[src/rtl/tetris_gravity_timer.sv]
// Gravity event generator: turns divider ticks into drop/lock request/acknowledge handshakes.
// Optional feature macro: GRAVITY_OVERRUN_EN builds the sticky overrun flag.
module tetris_gravity_timer #(
  parameter int unsigned BASE_TICKS = 8,
  parameter int unsigned LOCK_TICKS = 2
) (
  input  logic       clk,
  input  logic       rst,
  input  logic       tick,
  input  logic       enable,
  input  logic       pause,
  input  logic [3:0] level,
  input  logic       soft_drop,
  input  logic       landed,
  input  logic       drop_ack,
  input  logic       lock_ack,
  output logic       drop_req,
  output logic       lock_req,
  output logic       overrun
);

  typedef enum logic [2:0] {
    IDLE,
    COUNT,
    DROP_REQ,
    LOCK_WAIT,
    LOCK_REQ
  } state_t;

  localparam logic [7:0] BASE = 8'(BASE_TICKS);
  localparam logic [7:0] LOCK = 8'(LOCK_TICKS);

  state_t     state, state_next;
  logic [7:0] cnt, cnt_next;
  logic [7:0] interval;
  logic [8:0] cnt_inc;
  logic       interval_hit;
  logic       lock_hit;

  // Clamp at 1 tick once the level reaches BASE-1 so the subtraction never wraps.
  always_comb begin
    interval = 8'd1;
    if (!soft_drop && (BASE > ({4'd0, level} + 8'd1)))
      interval = BASE - {4'd0, level};
  end

  // Compare with >= in 9 bits: a shrinking interval expires on the next tick, never after wrap.
  assign cnt_inc      = {1'b0, cnt} + 9'd1;
  assign interval_hit = cnt_inc >= {1'b0, interval};
  assign lock_hit     = cnt_inc >= {1'b0, LOCK};

  // NOTE: every variable gets its hold value first so no path through the case infers a latch.
  always_comb begin
    state_next = state;
    cnt_next   = cnt;
    if (!enable) begin
      state_next = IDLE;
      cnt_next   = 8'd0;
    end else begin
      unique case (state)
        IDLE: begin
          if (!pause) begin
            state_next = COUNT;
            cnt_next   = 8'd0;
          end
        end
        COUNT: begin
          if (!pause && tick) begin
            if (interval_hit) begin
              state_next = landed ? LOCK_WAIT : DROP_REQ;
              cnt_next   = 8'd0;
            end else begin
              cnt_next = cnt_inc[7:0];
            end
          end
        end
        // Acks complete the handshake even while paused.
        DROP_REQ: begin
          if (drop_ack) begin
            state_next = COUNT;
            cnt_next   = 8'd0;
          end
        end
        LOCK_WAIT: begin
          if (!pause) begin
            if (!landed) begin
              state_next = COUNT;
              cnt_next   = 8'd0;
            end else if (tick) begin
              if (lock_hit) begin
                state_next = LOCK_REQ;
                cnt_next   = 8'd0;
              end else begin
                cnt_next = cnt_inc[7:0];
              end
            end
          end
        end
        LOCK_REQ: begin
          if (lock_ack) begin
            state_next = COUNT;
            cnt_next   = 8'd0;
          end
        end
        default: begin
          state_next = IDLE;
          cnt_next   = 8'd0;
        end
      endcase
    end
  end

  // NOTE: sequential state uses non-blocking assignments so all flops update from pre-edge values.
  always_ff @(posedge clk or negedge rst) begin
    if (!rst) begin
      state    <= IDLE;
      cnt      <= 8'd0;
      drop_req <= 1'b0;
      lock_req <= 1'b0;
    end else begin
      state    <= state_next;
      cnt      <= cnt_next;
      drop_req <= (state_next == DROP_REQ);
      lock_req <= (state_next == LOCK_REQ);
    end
  end

`ifdef GRAVITY_OVERRUN_EN
  always_ff @(posedge clk or negedge rst) begin
    if (!rst) begin
      overrun <= 1'b0;
    end else if (!enable) begin
      overrun <= 1'b0;
    end else if (tick && !pause && ((state == DROP_REQ) || (state == LOCK_REQ))) begin
      overrun <= 1'b1;
    end
  end
`else
  assign overrun = 1'b0;
`endif

endmodule

[config.mk]
export PLATFORM = sky130hd
export DESIGN_NAME = tetris_gravity_timer
export DESIGN_NICKNAME = d
export VERILOG_FILES = /design/src/rtl/tetris_gravity_timer.sv
export SDC_FILE = /design/constraint.sdc
export NUM_CORES = 1
export LEC_CHECK = 0
export ABC_AREA = 1
export CAP_MARGIN = 20
export CORE_MARGIN = 5
export CORE_UTILIZATION = 57
export DETAILED_ROUTE_END_ITERATION = 6
export DONT_BUFFER_PORTS = 1
export PLACE_DENSITY = 0.75
export SLEW_MARGIN = 20
export SYNTH_ARGS = -nofsm -noshare
export SYNTH_HDL_FRONTEND = slang
export SYNTH_SLANG_ARGS = --single-unit
[constraint.sdc]
create_clock -name clk -period 2.41 [get_ports clk]
set_clock_uncertainty 0.1 [all_clocks]
set_input_delay 0.6025 -clock clk [delete_from_list [all_inputs] [get_ports clk]]
set_output_delay 0.6025 -clock clk [all_outputs]
set_load 0.1 [all_outputs]
==> qor.yml <==
avgSynthCellArea_um2: 6.64
top_usage_layer: "met2"
final_cell_area_mm2: 0.00175
ir_worst_vdd_v: 0.000511
yosysMostFrequentCell: "nand2_1"
use_met2: 0.365
firstDrtPassIters: 4
die_y_um: 58.3
cellPowerDensity_mw_per_mm2: 332
yosysTopAreaCell: "dfrtp_1"
slew_violations: 0
crit_path_start_kind: "input pin"
syn_area_mm2: 0.00133
max_cap_viol_count: 0
rsz0062_at_grt: "yes"
relSlewSlack: 0.636
layout.area.seq_um2: 325
pwr-share-clk: 0.227
htreeDepth: 1
violations: "setup timing"
cts_tree: "done"
antenna_found_initial: 0
synthTopCellsByCount: "48 x nand2_1, 32 x inv_1, 21 x nand3_1, 19 x nor2_1"
antenna_cells: 0
syn-instance-count: 200
synth_top_area_share: 0.245
finalSetupTns_ns: -6.20
grt_use_total: 0.200
grt_max_degree: 14
outcome: "finished with violations"
routabilityCongestion: 0.888
syn_nets: 226
placed_area_mm2: 0.00155
pre_cts_slack_ns: -0.932
clock_path_buffers: 2
cp-end-kind: "flip-flop"
overflow: 0
grt_pass1_wl_um: 5320
fill_cells: 164
crit_type: "input pin to flip-flop"
hold_ws_ns: 0.331
met3_usage: 0.0490
final_layout_size_suffix_gt1_frac: 0.315
seqPwrFrac: 0.393
cts_root_buffer: "clkbuf_4"
required_ns: 2.49
yosysWarningCount: 0
synthTopCellsByArea: "dfrtp_1 25%, nand2_1 14%, ha_1 12%"
worstPathArrival_ns: 3.09
clk_pin_slew_worst_paths_ns: 0.07
core-area_mm2: 0.00221
ys_types: 33
first_global_vias: 1273
nets: 249
start_util: 0.600
dr_total_vias: 1376
hold_class: "input pin to flip-flop"
dieArea_mm2: 0.00339
fin_crit_sh: 1.25
fmax_mhz: 332
combPwrFrac: 0.380
p_leak_uw: 0.000897
switchingPower_uw: 205
chipWidth_um: 58.3
initialDrtViolationCount: 43
critPathMaxFanout: 5
synthArstFlopShare: 1.00
finalSetupViolCount: 11
cts_buffers: 3
synth-seq-cells: 13
syn2layout_area_growth_pct: 31.5
synth_edf_count: 0
yosysSeqAreaShare: 0.245
post_drt_via_cell_ratio: 5.50
max_slew.worst_pin.slew_ns: 0.545
hold_viol: 0
period_needed_ns: 3.01
insertion_delay_ns: 0.28
cts_sinks: 13
worst_slack_ns: -0.603
met1_usage: 0.227
ios: 16
rrSetupSlack_ns: -0.12
wl_um: 3290
p_int_uw: 375
drc_errors: 0
rows: 17
dpl.hpwl_um: 2560
synth_flop_cell: "dfrtp_1"
multi_input_area_mm2: 0.00106
wire_per_inst_um: 13.1
swShare: 0.354
port-buffer-count: 0
ant_nets: 0
post-route-util: 0.789
[per-layer routing]
layer,share of wire,up-vias
met5,0,-
met4,0.025,0
met3,0.045,13
met2,0.53,38
met1,0.40,631
li1,-,694
[critical path, cell delays in order]
cell      delay, ns
inv_12         0.02
ha_4           0.22
or2_4          0.25
o21ai_2        0.13
nand2_1        0.08
a21oi_2        0.14
a21boi_4       0.23
nand2_4        0.12
ha_4           0.31
nand2_2        0.05
nor4_2         0.26
nand2_1        0.14
nand3_4        0.11
buf_6          0.11
nand3_2        0.06
nand2_1        0.08
nand3_2        0.08
nand2_1        0.06
inv_1          0.03
[metrics by stage]
step                      power, uW  cells
after floorplan                 364    200
after global placement          387    241
after detailed placement        393    241
after CTS                       540    248
after global routing            622    250
final                           580    250
[final timing paths]
kind / from / end / depth (start not counted)
setup / recovery: level[1] / state[0] / 19
hold / removal: enable / state[0] / 2
setup reg to reg: cnt[0] / cnt[3] / 14
hold reg to reg: cnt[7] / cnt[7] / 2
max in group asynchronous: rst / lock_req / 1
min in group asynchronous: rst / cnt[2] / 1
[layout make-up]
cell class / instances / share of cell area
clock buffers: 4 / 0.0151
inverters: 36 / 0.0875
flip-flops and latches: 13 / 0.186
repair buffers: 19 / 0.0853
multi-input cells: 150 / 0.606
well taps: 28 / 0.0201
[state kept, by name (all words and copies together), names as in the netlist]
register / cells
cnt: 8
drop_req: 1
lock_req: 1
state: 3
[logic make-up after synthesis]
kind of cell | share of synthesized area
other | 0.00282
AO/OA/AOI/OAI | 0.128
XOR/XNOR | 0.00660
buffers and inverters | 0.107
flip-flops | 0.245
AND/OR/NAND/NOR | 0.387
adder cells (fa/ha/maj) | 0.123
[power by group through the flow]
stage | clock network [uW] | logic, uW | registers (uW)
after floorplan | 0 | 129 | 235
after CTS | 137 | 176 | 228
after detailed placement | 0 | 161 | 232
final | 131 | 220 | 228
after global routing | 151 | 242 | 229
after global placement | 0 | 155 | 232
[cell usage in the layout (no fill, tap or decap), drive strengths merged, types with 3 or more instances in the layout]
| cell | count |
|---|---|
| nand4 | 3 |
| nor2 | 21 |
| nand2 | 52 |
| buf | 18 |
| clkbuf | 4 |
| o21ai | 10 |
| ha | 13 |
| nand3 | 25 |
| a21oi | 6 |
| inv | 35 |
| dfrtp | 13 |
[timing repair]
item                                   CTS  global route
hold buffers                             1             0
resized for setup                        6            24
endpoints found under the hold margin   13             0
setup buffers                            2             2
pin swaps                               19            16
setup endpoints to repair               11            11
Note: power is estimated with default switching activity, not from simulation.
